`src/rtl/wasm_ctrl_stack.sv`:
```
// wasm_ctrl_stack: parametrised WebAssembly control-frame stack with
// one-cycle multi-level br unwinding and function-frame tracking.
module wasm_ctrl_stack #(
    parameter int DATA_W   = 15,
    parameter int DEPTH    = 16,
    parameter int FUNC_MAX = 8,
    parameter int TYPE_LSB = 13,
    parameter int TAG_LSB  = 9,
    parameter int TAG_W    = 4,
    localparam int PW = $clog2(DEPTH) + 1,
    localparam int FW = $clog2(FUNC_MAX) + 1
) (
    input  logic              clk,
    input  logic              rst,
    input  logic              op_valid,
    input  logic [2:0]        op,
    input  logic [PW-1:0]     br_depth,
    input  logic [DATA_W-1:0] push_data,
    input  logic [PW-1:0]     peek,
    input  logic              clr_err,
    output logic              ready,
    output logic [DATA_W-1:0] top_data,
    output logic [PW-1:0]     depth,
    output logic              empty,
    output logic              full,
    output logic              left_one,
    output logic [FW-1:0]     func_count,
    output logic [PW-1:0]     func_base,
    output logic [TAG_W-1:0]  func_tag,
    output logic              err,
    output logic [1:0]        err_code
);

    localparam int AW  = $clog2(DEPTH);
    localparam int FAW = (FUNC_MAX > 1) ? $clog2(FUNC_MAX) : 1;
    localparam logic [PW-1:0] FULL_D = PW'(DEPTH);
    localparam logic [FW-1:0] FMAX   = FW'(FUNC_MAX);

    localparam logic [2:0] OP_PUSH = 3'b001;
    localparam logic [2:0] OP_POP  = 3'b010;
    localparam logic [2:0] OP_RET  = 3'b011;
    localparam logic [2:0] OP_BR   = 3'b100;
    localparam logic [2:0] OP_REPL = 3'b101;

    typedef enum logic {RUN, FAULT} state_t;

    state_t              state;
    logic [DATA_W-1:0]   mem   [DEPTH];
    logic [PW-1:0]       flist [FUNC_MAX];
    logic [PW-1:0]       dep;
    logic [FW-1:0]       fcnt;

    logic [FAW-1:0]      fidx;
    logic [PW-1:0]       tidx;
    logic [PW-1:0]       last;
    logic [PW-1:0]       br_lim;
    logic                is_call;
    logic                pop_call;
    logic [1:0]          bad;

    always_comb begin
        fidx      = FAW'(fcnt - FW'(1));
        func_base = (fcnt != '0) ? flist[fidx] : '0;
        func_tag  = (fcnt != '0) ? mem[func_base[AW-1:0]][TAG_LSB +: TAG_W] : '0;
        last      = dep - PW'(1);
        tidx      = last - peek;
        top_data  = (peek < dep) ? mem[tidx[AW-1:0]] : '0;
        is_call   = (push_data[TYPE_LSB +: 2] == 2'b01);
        // a pop retires a function only when it removes the tracked call index
        pop_call  = (fcnt != '0) && (func_base == last);
        br_lim    = (fcnt != '0) ? (dep - func_base - PW'(1)) : dep;
        bad       = 2'b00;
        case (op)
            OP_PUSH: if (dep == FULL_D || (is_call && fcnt == FMAX)) bad = 2'b01;
            OP_POP:  if (dep == '0) bad = 2'b10;
            OP_REPL: if (dep == '0) bad = 2'b10;
            OP_RET:  if (fcnt == '0) bad = 2'b10;
            OP_BR:   if (br_depth > br_lim) bad = 2'b11;
            default: bad = 2'b00;
        endcase
    end

    always_ff @(posedge clk) begin
        if (rst) begin
            state    <= RUN;
            dep      <= '0;
            fcnt     <= '0;
            err      <= 1'b0;
            err_code <= 2'b00;
        end else begin
            case (state)
                RUN: if (op_valid && !clr_err) begin
                    if (bad != 2'b00) begin
                        state    <= FAULT;
                        err      <= 1'b1;
                        err_code <= bad;
                    end else begin
                        case (op)
                            OP_PUSH: begin
                                mem[dep[AW-1:0]] <= push_data;
                                dep <= dep + PW'(1);
                                if (is_call) begin
                                    flist[fcnt[FAW-1:0]] <= dep;
                                    fcnt <= fcnt + FW'(1);
                                end
                            end
                            OP_POP: begin
                                dep <= last;
                                if (pop_call) fcnt <= fcnt - FW'(1);
                            end
                            OP_RET: begin
                                dep  <= func_base;
                                fcnt <= fcnt - FW'(1);
                            end
                            OP_BR:   dep <= dep - br_depth;
                            OP_REPL: mem[last[AW-1:0]] <= push_data;
                            default: ;
                        endcase
                    end
                end
                FAULT: if (clr_err) begin
                    state    <= RUN;
                    err      <= 1'b0;
                    err_code <= 2'b00;
                end
                default: state <= RUN;
            endcase
        end
    end

    assign ready    = (state == RUN);
    assign depth    = dep;
    assign func_count = fcnt;
    assign empty    = (dep == '0);
    assign full     = (dep == FULL_D);
    assign left_one = (dep == PW'(1));

endmodule
```
`config.mk`:
```
export PLATFORM = sky130hd
export DESIGN_NAME = wasm_ctrl_stack
export DESIGN_NICKNAME = d
export VERILOG_FILES = /design/src/rtl/wasm_ctrl_stack.sv
export SDC_FILE = /design/constraint.sdc
export NUM_CORES = 1
export LEC_CHECK = 0
export BUFFER_PORTS_ARGS = -buffer_cell sky130_fd_sc_hd__buf_2
export CORE_MARGIN = 10
export CORE_UTILIZATION = 40
export CTS_BUF_LIST = sky130_fd_sc_hd__clkbuf_8 sky130_fd_sc_hd__clkbuf_16
export CTS_CLUSTER_SIZE = 14
export DETAILED_ROUTE_END_ITERATION = 16
export SYNTH_ARGS = -nofsm -noshare
export SYNTH_HDL_FRONTEND = slang
export SYNTH_SLANG_ARGS = --single-unit
```
`constraint.sdc`:
```
create_clock -name clk -period 10.4 [get_ports clk]
set_input_delay 0.52 -clock clk [delete_from_list [all_inputs] [get_ports clk]]
set_output_delay 0.52 -clock clk [all_outputs]
set_load 0.02 [all_outputs]
```
Yosys cells after proc, flatten, opt, wreduce, memory -nomap -nowiden
Memories as Yosys holds them, arrays and structs flattened. Index checks and enable logic that the tools add are counted.

Output and inout port bits: 40. Flip-flop bits (word level): 13. Memories: 2. Bits in writable memories: 280. Input bits: 32. Logic and storage cells: 97.

Memory list: mem (depth 16, width 15, read ports 2, clocked after memory_dff 0, wr ports 1, line 48) `logic [DATA_W-1:0] mem [DEPTH];`; flist (depth 8, width 5, read ports 1, clocked after memory_dff 0, wr ports 1, line 49) `logic [PW-1:0] flist [FUNC_MAX];`.

Bitwise logic cells: 2. Mux-type cells: 47. Equality and inequality tests: 15. $add $sub $neg: 8. Reductions and logical operators: 16. Magnitude comparators: 2.

Operators with widths (number): $mux 15 (2); $mux 1 (27); $pmux 5 s4 (1); $mux 4 (4); $reduce_or 15->1 (1); $mux 2 (6); $pmux 4 s3 (1); $mux 5 (2); $sub 5x1->5 const B (2); $sub 5x5->5 (2); $pmux 2 s4 (1); $reduce_bool 4->1 (2); $eq 3x2->1 const B (2); $eq 3x3->1 const B (2); $ne 2x2->1 const B (3); $reduce_and 6->1 (1); $add 5x1->5 const B (1); $eq 5x1->1 const B (1); $eq 5x5->1 (1); $eq 5x5->1 const B (1); $gt 5x5->1 (1); $logic_not 5->1 (1); $lt 5x5->1 (1); $add 4x1->4 const B (1); 18 further kinds (23).

Logic depth before layout (Yosys ltp)
Gate-level depths: netlist of run 1. An unclocked memory read counts as a cell.

Depth after elaboration: 17. Mapped depth: 25. Depth with buffers taken out: 21.

Worst setup path after synthesis of run 1
No wires, ideal clock.

Path kind: reg2reg. From: reg fcnt[0] (netlist: func_count[0]). To: mem mem[11][0], enable pin. Data arrival time: 6.365 ns. Clock period less this slack: 6.752 ns. Buffers on the path: 4. Stages on the path, launching flop included: 26. Slack: 3.648 ns. Required time: 10.014 ns. Setup time: 0.386 ns. Cells stage by stage: dfxtp_1 > buf_2 > inv_2 > ha_1 > buf_2 > buf_4 > mux2i_1 > mux4_2 > clkbuf_1 > nor2_2 > inv_2 > ha_1 > fa_1 > a21o_1 > a21oi_1 > xor2_1 > nor2_1 > xnor2_1 > ha_1 > and3_1 > o21a_1 > o31a_1 > nor4bb_1 > nand3_1 > o2bb2a_1 > nor2_1.

Cells in the longest elaborated chain, start to end: 17. Elaborated cells on any way between the ends: 30. Those cells by class: 3 x add/sub; 1 x order compare; 1 x eq/ne; 18 x mux; 6 x reduce/logical; 1 x memory.

Ends and longest elaborated chain: from (decl) (line 51) `logic [FW-1:0] fcnt;`; from (signal assigned) (line 104) `fcnt <= fcnt + FW'(1);`; from (signal assigned) (line 109) `if (pop_call) fcnt <= fcnt - FW'(1);`; from (signal assigned) (line 113) `fcnt <= fcnt - FW'(1);`; $sub 4x1->4; $mem_v2 8x5; $mux 5 (line 63) `func_base = (fcnt != '0) ? flist[fidx] : '0;`; $sub 5x5->5 (line 71) `br_lim = (fcnt != '0) ? (dep - func_base - PW'(1)) : dep;`; $sub 5x1->5 (line 71); $mux 5 (line 71); $gt 5x5->1 (line 78) `OP_BR: if (br_depth > br_lim) bad = 2'b11;`; $mux 2 (line 78); $pmux 2 s4 (*) (line 73) `case (op)`; $reduce_bool 2->1 (*) (line 93) `if (bad != 2'b00) begin`; $mux 1 (line 93); $mux 1 (line 92) `RUN: if (op_valid && !clr_err) begin`; $mux 1 (line 91) `case (state)`; $mux 1 (line 84) `if (rst) begin`; $mux 1 (implied by the code) (line 116) `OP_REPL: mem[last[AW-1:0]] <= push_data;`; $reduce_or 15->1 (no source line); $mux 4 (no source line) / $mux 1 (equally long branches); to (decl) (line 48).

Every way passes the cells marked *; elsewhere a longest branch is shown, timed or not.

Worst setup path in the final report of run 1
From: reg fcnt[0] (netlist: func_count[0]). To: mem mem[2][7], enable pin.

The elaborated chain is that of the path after synthesis.

==> impl_results.html, run 1 <==
<table>
<tr><th>Metric</th><th>Value</th></tr>
<tr><th colspan="2">Route</th></tr>
<tr><td>Met3 wire length</td><td>1824 µm</td></tr>
<tr><td>Top layer used by detailed routing</td><td>met4</td></tr>
<tr><td>Met2 wire length</td><td>15470 µm</td></tr>
<tr><td>Total wire length</td><td>32750 µm</td></tr>
<tr><td>Post-DRT Antenna Nets</td><td>0</td></tr>
<tr><td>M1 wire length</td><td>14780 µm</td></tr>
<tr><td>First-pass detailed-route iteration total</td><td>5</td></tr>
<tr><td>Via density per instance</td><td>5.508</td></tr>
<tr><td>Count of routing violations after the opening detailed-route iteration</td><td>537</td></tr>
<tr><td>Drt drc</td><td>0</td></tr>
<tr><td>Average wire per cell in the routed design</td><td>25.08 µm</td></tr>
<tr><td>Via count</td><td>7193</td></tr>
<tr><th colspan="2">Cells and area</th></tr>
<tr><td>Sequential cell area</td><td>8668 µm²</td></tr>
<tr><td>Number of inserted filler cells in the final layout</td><td>2787</td></tr>
<tr><td>Fraction of the core area covered by cells at the end of the flow</td><td>0.4675</td></tr>
<tr><td>Synthesis-to-finish area growth</td><td>14.96%</td></tr>
<tr><td>Area of the multi-input gates</td><td>4431 µm²</td></tr>
<tr><td>Final-stage net count</td><td>900</td></tr>
<tr><td>Most frequent cells in the layout</td><td>edfxtp_1 (280), mux4_2 (82), mux2i_1 (75)</td></tr>
<tr><td>Most frequent standard cell in the layout excluding fill and tap cells</td><td>edfxtp_1</td></tr>
<tr><td>Share of layout cells above drive strength 1</td><td>0.2778</td></tr>
<tr><td>Antenna Cells</td><td>0</td></tr>
<tr><th colspan="2">Clock network</th></tr>
<tr><td>Clk sinks</td><td>293</td></tr>
<tr><td>Source-to-sink clock delay at the later pin of the worst-skew pair</td><td>0.58 ns</td></tr>
<tr><td>Number of buffers between clock root and the deepest sink</td><td>3</td></tr>
<tr><td># H-tree levels</td><td>1</td></tr>
<tr><td>Number of setup buffers added after CTS</td><td>0</td></tr>
<tr><td>Resized Gates After CTS</td><td>0</td></tr>
<tr><td>TritonCTS clock tree</td><td>yes</td></tr>
<tr><td>Clock transition time at the flip-flop clock pins of the worst setup and hold paths</td><td>0.06 ns</td></tr>
<tr><td>Clock Tree Root</td><td>clkbuf_16</td></tr>
<tr><td>Clock buffer count from CTS</td><td>31</td></tr>
<tr><td>CTS Hold Bufs</td><td>0</td></tr>
<tr><th colspan="2">Power and ir drop</th></tr>
<tr><td>Post-route total power</td><td>2.775 mW</td></tr>
<tr><td>Cell Int Power</td><td>2.127 mW</td></tr>
<tr><td>Gate power share</td><td>0.117</td></tr>
<tr><td>Power per unit of standard cell area</td><td>182.0 nW/µm²</td></tr>
<tr><td>Leakage Power</td><td>5.296 nW</td></tr>
<tr><td>Net switching share of the total power</td><td>0.2334</td></tr>
<tr><td>Max rail drop VDD</td><td>0.0001562 V</td></tr>
<tr><td>Sequential cell fraction of total power</td><td>0.466</td></tr>
<tr><td>Net switching power figure</td><td>647.8 µW</td></tr>
<tr><td>Part of the power in the clock network</td><td>0.417</td></tr>
<tr><th colspan="2">Synthesis</th></tr>
<tr><td>Sequential share of the synthesized area</td><td>0.6534</td></tr>
<tr><td>Top cells by area, synth</td><td>edfxtp_1 (63%), mux4_2 (14%), mux2i_1 (5.7%)</td></tr>
<tr><td>Largest area contributor in the netlist</td><td>edfxtp_1</td></tr>
<tr><td>Post-Synthesis Cell Area</td><td>13270 µm²</td></tr>
<tr><td>Count of state elements after synthesis</td><td>293</td></tr>
<tr><td>Yosys warnings</td><td>0</td></tr>
<tr><td>Number of enable-type register cells in the synthesized netlist</td><td>280</td></tr>
<tr><td>Net Count, Synth</td><td>823</td></tr>
<tr><td>Count of unique library cells instantiated by Yosys</td><td>57</td></tr>
<tr><td>Post-synth top area share</td><td>0.6338</td></tr>
<tr><td>Number of instances in the synthesized netlist</td><td>762</td></tr>
<tr><td>Proportion of register bits with asynchronous set or reset after synthesis</td><td>0</td></tr>
<tr><td>Dominant register cell in the synthesized netlist</td><td>edfxtp_1</td></tr>
<tr><td>Average footprint of a synthesized cell</td><td>17.41 µm²</td></tr>
<tr><th colspan="2">Global route</th></tr>
<tr><td>Global-route wire length before repair</td><td>49020 µm</td></tr>
<tr><td>Number of antenna violations at the first check in global routing</td><td>5</td></tr>
<tr><td>All-layer global routing usage</td><td>0.1588</td></tr>
<tr><td>Number of global-route vias before repair</td><td>7390</td></tr>
<tr><td>Largest net degree at the start of global routing</td><td>60</td></tr>
<tr><td>Total global routing overflow</td><td>0</td></tr>
<tr><th colspan="2">Placed design</th></tr>
<tr><td>Total of buffers placed on input and output ports</td><td>71</td></tr>
<tr><td>Half-perimeter wire length after placement</td><td>22280 µm</td></tr>
<tr><td>Worst slack after detailed placement</td><td>2.321 ns</td></tr>
<tr><td>Placer's final routability congestion estimate</td><td>0.8286</td></tr>
<tr><th colspan="2">Floorplanning</th></tr>
<tr><td>Y dimension of the die</td><td>202.1 µm</td></tr>
<tr><td># IOs</td><td>72</td></tr>
<tr><td>Area of the die</td><td>40850 µm²</td></tr>
<tr><td>Num rows</td><td>66</td></tr>
<tr><td>Die boundary width</td><td>202.1 µm</td></tr>
<tr><td>Starting Density</td><td>0.4067</td></tr>
<tr><td>Core area</td><td>32620 µm²</td></tr>
<tr><th colspan="2">Timing</th></tr>
<tr><td>Final Hold Vio Count</td><td>0</td></tr>
<tr><td>Hold Worst Slack</td><td>0.1426 ns</td></tr>
<tr><td>Max transition margin</td><td>0.2436</td></tr>
<tr><td>Number of failing setup endpoints in the final timing report</td><td>0</td></tr>
<tr><td>Post-Route Setup TNS</td><td>0 ns</td></tr>
<tr><td>Final-report max-slew violation count</td><td>0</td></tr>
<tr><td>Final critical delay including setup and external delays</td><td>8.077 ns</td></tr>
<tr><td>Post-route setup slack</td><td>2.323 ns</td></tr>
<tr><td>Setup repair after global routing missed its margin</td><td>false</td></tr>
<tr><td>Maximum clock rate</td><td>0.1238 GHz</td></tr>
<tr><td>Share of the cycle needed by the critical path after routing</td><td>0.7766</td></tr>
<tr><td>Actual transition at the worst max-transition pin</td><td>1.135 ns</td></tr>
<tr><td>Fin Clk Skew</td><td>0.01299 ns</td></tr>
<tr><th colspan="2">Flow run</th></tr>
<tr><td>Number of violations of the max-capacitance limit</td><td>0</td></tr>
<tr><th colspan="2">Worst setup path</th></tr>
<tr><td>R2r worst-path depth</td><td>22</td></tr>
<tr><td>Critical path startpoint category</td><td>flip-flop</td></tr>
<tr><td>Data required, critical path</td><td>10.60 ns</td></tr>
<tr><td>Start-to-end type of the worst setup path</td><td>flip-flop to flip-flop</td></tr>
<tr><td>Signal arrival time at the worst endpoint</td><td>8.28 ns</td></tr>
<tr><td>Largest driver fanout on the critical path</td><td>17</td></tr>
<tr><td>CP endpoint kind</td><td>flip-flop</td></tr>
<tr><td>Flop2flop setup slack</td><td>2.32 ns</td></tr>
<tr><th colspan="2">Run status</th></tr>
<tr><td>Result of the run</td><td>finished clean</td></tr>
<tr><th colspan="2">Worst hold path</th></tr>
<tr><td>Min-Delay Path Depth</td><td>2</td></tr>
<tr><td>Path class of the lowest-slack min-delay path</td><td>primary input to flip-flop</td></tr>
</table>
[cell usage after synthesis (4+ instances only)]
cell type,n
a21o_1,9
a21oi_1,22
buf_2,8
clkbuf_1,26
dfxtp_1,13
edfxtp_1,280
ha_1,26
inv_1,21
mux2i_1,75
mux4_2,82
nand2_1,15
nand2b_1,5
nand3_1,10
nor2_1,47
nor2b_1,20
nor3_1,9
nor3b_1,4
o21ai_0,7
o22ai_1,5
xnor2_1,15
xor2_1,6
[metal layers]
metal  track usage  vias up
li1              -     3195
met1        0.2247     3740
met2        0.2523      215
met3       0.02367       43
met4       0.04077        0
met5             0        -
[layout make-up]
cell class / instances / share of cell area
Clock inverter: 27 / 0.01961
Timing Repair Buffer: 81 / 0.02822
Sequential cell: 293 / 0.5684
Clock buffer: 31 / 0.05087
Inverter: 25 / 0.006153
Multi-Input combinational cell: 407 / 0.2905
Tap cell: 442 / 0.03626
[flip-flops by register name, summed over array words and instances (netlist names)]
name and flops:
mem 240, err 1, state 1, func_count 4, depth 5, err_code 2, flist 40
[worst max-delay path, stage by stage, from the launching register on]
cell,delay (ns)
dfxtp_1,0.66
inv_2,0.24
ha_1,0.90
mux2i_1,0.16
mux4_2,0.62
nor2_2,0.11
buf_4,0.29
inv_2,0.07
ha_1,0.22
fa_1,0.44
a21o_1,0.18
a21oi_1,0.17
xor2_1,0.16
nor2_1,0.06
xnor2_1,0.17
ha_1,0.30
and3_1,0.16
o21a_1,0.10
o31a_1,0.27
nand4bb_1,0.30
nor3_1,0.82
nand3_1,0.42
nor2_2,0.83
[through the flow]
stage | std cells | instance area (µm²)
after CTS | 1306 | 15250
after detailed placement | 1248 | 14180
after global placement | 1248 | 14180
after floorplan | 762 | 13270
after global routing | 1306 | 15250
final | 1306 | 15250
[worst paths after layout]
check                endpoint     startpoint
setup / recovery    mem[2][7]  func_count[0]
hold / removal          state        clr_err
setup reg to reg    mem[2][7]  func_count[0]
hold reg to reg   err_code[1]    err_code[1]
[logic make-up after synthesis]
family,count (synthesis),share of synthesized area
flip-flops,293,0.6534
multiplexers,162,0.2009
AND/OR/NAND/NOR,125,0.04772
buffers and inverters,62,0.01858
XOR/XNOR,23,0.01632
adder cells (fa/ha/maj),29,0.02905
AO/OA/AOI/OAI,68,0.03405
[power groups by stage]
stage          clock [mW]  sequential, mW  combinational (mW)
3_3_place_gp            0            1.32               0.329
2_1_floorplan           0            1.32               0.214
4_1_cts              1.17            1.29               0.329
3_5_place_dp            0            1.32               0.328
5_1_grt              1.22            1.29               0.349
6_report             1.16            1.29               0.325
(Power assumes the default switching activity.)
==> run 2: changes to the inputs <==
- ABC_AREA: unset -> 1
- clock period: 10.4 -> 6.95 ns (I/O delays scaled with it)
==> impl_results.html, run 2 <==
<table>
<tr><th>Metric</th><th>Value</th></tr>
<tr><th colspan="2">Run status</th></tr>
<tr><td>Result of the run</td><td>finished clean</td></tr>
<tr><th colspan="2">Worst setup path</th></tr>
<tr><td>Critical path startpoint category</td><td>flip-flop</td></tr>
<tr><td>Start-to-end type of the worst setup path</td><td>flip-flop to flip-flop</td></tr>
<tr><td>CP endpoint kind</td><td>flip-flop</td></tr>
<tr><td>Data required, critical path</td><td>7.07 ns</td></tr>
<tr><td>Signal arrival time at the worst endpoint</td><td>6.30 ns</td></tr>
<tr><td>Largest driver fanout on the critical path</td><td>15</td></tr>
<tr><th colspan="2">Timing</th></tr>
<tr><td>Actual transition at the worst max-transition pin</td><td>1.155 ns</td></tr>
<tr><td>Fin Clk Skew</td><td>0.02629 ns</td></tr>
<tr><td>Post-Route Setup TNS</td><td>0 ns</td></tr>
<tr><td>Max transition margin</td><td>0.2300</td></tr>
<tr><td>Final-report max-slew violation count</td><td>0</td></tr>
<tr><td>Share of the cycle needed by the critical path after routing</td><td>0.8892</td></tr>
<tr><td>Final Hold Vio Count</td><td>0</td></tr>
<tr><td>Maximum clock rate</td><td>0.1618 GHz</td></tr>
<tr><td>Final critical delay including setup and external delays</td><td>6.180 ns</td></tr>
<tr><td>Setup repair after global routing missed its margin</td><td>false</td></tr>
<tr><td>Post-route setup slack</td><td>0.7703 ns</td></tr>
<tr><td>Number of failing setup endpoints in the final timing report</td><td>0</td></tr>
<tr><th colspan="2">Power and ir drop</th></tr>
<tr><td>Max rail drop VDD</td><td>0.0002378 V</td></tr>
<tr><td>Leakage Power</td><td>5.964 nW</td></tr>
<tr><td>Power per unit of standard cell area</td><td>282.7 nW/µm²</td></tr>
<tr><th colspan="2">Synthesis</th></tr>
<tr><td>Net Count, Synth</td><td>1377</td></tr>
<tr><td>Number of instances in the synthesized netlist</td><td>1316</td></tr>
<tr><td>Largest area contributor in the netlist</td><td>edfxtp_1</td></tr>
<tr><td>Yosys warnings</td><td>0</td></tr>
<tr><td>Top cells by area, synth</td><td>edfxtp_1 (61%), nand2_1 (11%), a21oi_1 (3.8%)</td></tr>
<tr><td>Most frequent cells after synthesis</td><td>nand2_1 (400), edfxtp_1 (280), a21oi_1 (105)</td></tr>
<tr><td>Count of state elements after synthesis</td><td>293</td></tr>
<tr><td>Most common cell in the synthesized netlist</td><td>nand2_1</td></tr>
<tr><td>Average footprint of a synthesized cell</td><td>10.49 µm²</td></tr>
<tr><td>Post-Synthesis Cell Area</td><td>13800 µm²</td></tr>
<tr><td>Sequential share of the synthesized area</td><td>0.6282</td></tr>
<tr><td>Number of enable-type register cells in the synthesized netlist</td><td>280</td></tr>
<tr><td>Post-synth top area share</td><td>0.6093</td></tr>
<tr><td>Dominant register cell in the synthesized netlist</td><td>edfxtp_1</td></tr>
<tr><td>Count of unique library cells instantiated by Yosys</td><td>43</td></tr>
<tr><td>Proportion of register bits with asynchronous set or reset after synthesis</td><td>0</td></tr>
<tr><th colspan="2">Cells and area</th></tr>
<tr><td>Number of inserted filler cells in the final layout</td><td>3133</td></tr>
<tr><td>Sequential cell area</td><td>8668 µm²</td></tr>
<tr><td>Most frequent cells in the layout</td><td>nand2_1 (400), edfxtp_1 (280), a21oi_1 (105)</td></tr>
<tr><td>Max FFs per register</td><td>240</td></tr>
<tr><td>Final cell count without fillers</td><td>1841</td></tr>
<tr><td>Area of the multi-input gates</td><td>4592 µm²</td></tr>
<tr><td>Synthesis-to-finish area growth</td><td>13.45%</td></tr>
<tr><td>Most frequent standard cell in the layout excluding fill and tap cells</td><td>nand2_1</td></tr>
<tr><td>Share of layout cells above drive strength 1</td><td>0.1278</td></tr>
<tr><td>Antenna Cells</td><td>0</td></tr>
<tr><td>Final-stage net count</td><td>1433</td></tr>
<tr><th colspan="2">Placed design</th></tr>
<tr><td>Placer's final routability congestion estimate</td><td>0.8966</td></tr>
<tr><td>Worst slack after detailed placement</td><td>0.8623 ns</td></tr>
<tr><td>Instance count after placement with tap cells included</td><td>1784</td></tr>
<tr><td>Total of buffers placed on input and output ports</td><td>71</td></tr>
<tr><td>Half-perimeter wire length after placement</td><td>24870 µm</td></tr>
<tr><th colspan="2">Clock network</th></tr>
<tr><td>Clock buffer count from CTS</td><td>34</td></tr>
<tr><td>Resized Gates After CTS</td><td>0</td></tr>
<tr><td>Clk sinks</td><td>293</td></tr>
<tr><td>Number of buffers between clock root and the deepest sink</td><td>3</td></tr>
<tr><td>CTS Hold Bufs</td><td>0</td></tr>
<tr><td>Clock transition time at the flip-flop clock pins of the worst setup and hold paths</td><td>0.05 ns</td></tr>
<tr><td>Clock Tree Root</td><td>clkbuf_16</td></tr>
<tr><td>TritonCTS clock tree</td><td>yes</td></tr>
<tr><td>Number of setup buffers added after CTS</td><td>0</td></tr>
<tr><td># H-tree levels</td><td>2</td></tr>
<tr><td>Source-to-sink clock delay at the later pin of the worst-skew pair</td><td>0.52 ns</td></tr>
<tr><th colspan="2">Flow run</th></tr>
<tr><td>Number of violations of the max-capacitance limit</td><td>0</td></tr>
<tr><th colspan="2">Global route</th></tr>
<tr><td>Total global routing overflow</td><td>0</td></tr>
<tr><td>Global-route wire length before repair</td><td>56480 µm</td></tr>
<tr><td>Largest net degree at the start of global routing</td><td>88</td></tr>
<tr><td>All-layer global routing usage</td><td>0.1712</td></tr>
<tr><td>Number of antenna violations at the first check in global routing</td><td>0</td></tr>
<tr><td>Number of global-route vias before repair</td><td>9931</td></tr>
<tr><th colspan="2">Floorplanning</th></tr>
<tr><td># IOs</td><td>72</td></tr>
<tr><td>Num rows</td><td>67</td></tr>
<tr><td>Area of the die</td><td>42330 µm²</td></tr>
<tr><td>Y dimension of the die</td><td>205.7 µm</td></tr>
<tr><td>Starting Density</td><td>0.4085</td></tr>
<tr><td>Core area</td><td>33780 µm²</td></tr>
<tr><td>Die boundary width</td><td>205.7 µm</td></tr>
<tr><th colspan="2">Route</th></tr>
<tr><td>Total wire length</td><td>36210 µm</td></tr>
<tr><td>Post-DRT Antenna Nets</td><td>0</td></tr>
<tr><td>Count of routing violations after the opening detailed-route iteration</td><td>946</td></tr>
<tr><td>First-pass detailed-route iteration total</td><td>5</td></tr>
<tr><td>Via density per instance</td><td>5.386</td></tr>
<tr><td>Drt drc</td><td>0</td></tr>
<tr><td>Average wire per cell in the routed design</td><td>19.67 µm</td></tr>
<tr><td>Via count</td><td>9915</td></tr>
<tr><th colspan="2">Worst hold path</th></tr>
<tr><td>Path class of the lowest-slack min-delay path</td><td>primary input to flip-flop</td></tr>
</table>
-- run 2: kinds of logic (layout without fill, tap and decap cells) --
logic type | after synthesis | count (layout) | synth area share
flip-flops | 293 | 293 | 0.6282
AND/OR/NAND/NOR | 610 | 610 | 0.1848
adder cells (fa/ha/maj) | 29 | 29 | 0.02793
AO/OA/AOI/OAI | 216 | 216 | 0.1022
multiplexers | 3 | 3 | 0.002176
buffers and inverters | 151 | 228 | 0.04479
XOR/XNOR | 14 | 14 | 0.009975
-- run 2: critical path, stage by stage, from the launching register on --
cell and delay, ns:
dfxtp_1 0.45, inv_1 0.15, ha_1 0.60, o21ai_0 0.21
o211ai_2 0.39, nand3_2 0.12, ha_1 0.24, fa_1 0.41
nand2_1 0.09, nand2_1 0.06, a21oi_1 0.15, o21ai_0 0.11
a21oi_1 0.18, xor2_1 0.16, inv_1 0.07, ha_1 0.32
nand2_1 0.06, nor2_1 0.13, a21oi_1 0.08, nand2_1 0.16
nand3_4 0.12, inv_2 0.10, nand2_4 0.07, o21ai_1 0.21
nand3_1 0.29, nor2_2 0.83
-- run 2: metrics by stage --
| step | utilization | power, mW | area [µm²] | hold WS, ns |
|---|---|---|---|---|
| 6_report | 0.4634 | 4.425 | 15660 | 0.08671 |
| 5_1_grt | 0.4634 | 4.613 | 15660 | 0.09869 |
| 4_1_cts | 0.4634 | 4.463 | 15660 | 0.06321 |
| 3_5_place_dp | 0.4321 | 2.802 | 14600 | 0.4591 |
| 3_3_place_gp | 0.4321 | 2.798 | 14600 | 0.4555 |
| 2_1_floorplan | - | 2.539 | 13800 | 0.4166 |
-- run 2: metal layers --
layer  share of wire  track usage
met1            0.42       0.2183
met2            0.50       0.2921
met3           0.055      0.02500
met4           0.026      0.05828
met5               0            0
-- run 2: cell type report --
class | count | share of cell area
Multi-Input combinational cell | 872 | 0.2933
Clock inverter | 21 | 0.01151
Timing Repair Buffer | 82 | 0.02797
Inverter | 89 | 0.02158
Clock buffer | 36 | 0.05611
Tap cell | 448 | 0.03581
Sequential cell | 293 | 0.5537
-- run 2: final timing paths --
path / start / endpoint / slack (ns) / cells past startpoint
setup / recovery: func_count[1] / mem[8][12] / 0.77 / 25
hold / removal: rst / err / 0.09 / 2
setup reg to reg: func_count[1] / mem[8][12] / 0.77 / 25
hold reg to reg: state / state / 0.47 / 2
-- run 2: power by group --
group,switching [mW],total [mW],internal [mW]
clock network,0.702,1.66,0.961
logic,0.563,0.814,0.251
registers,0.0101,1.95,1.94
total,1.28,4.43,3.15
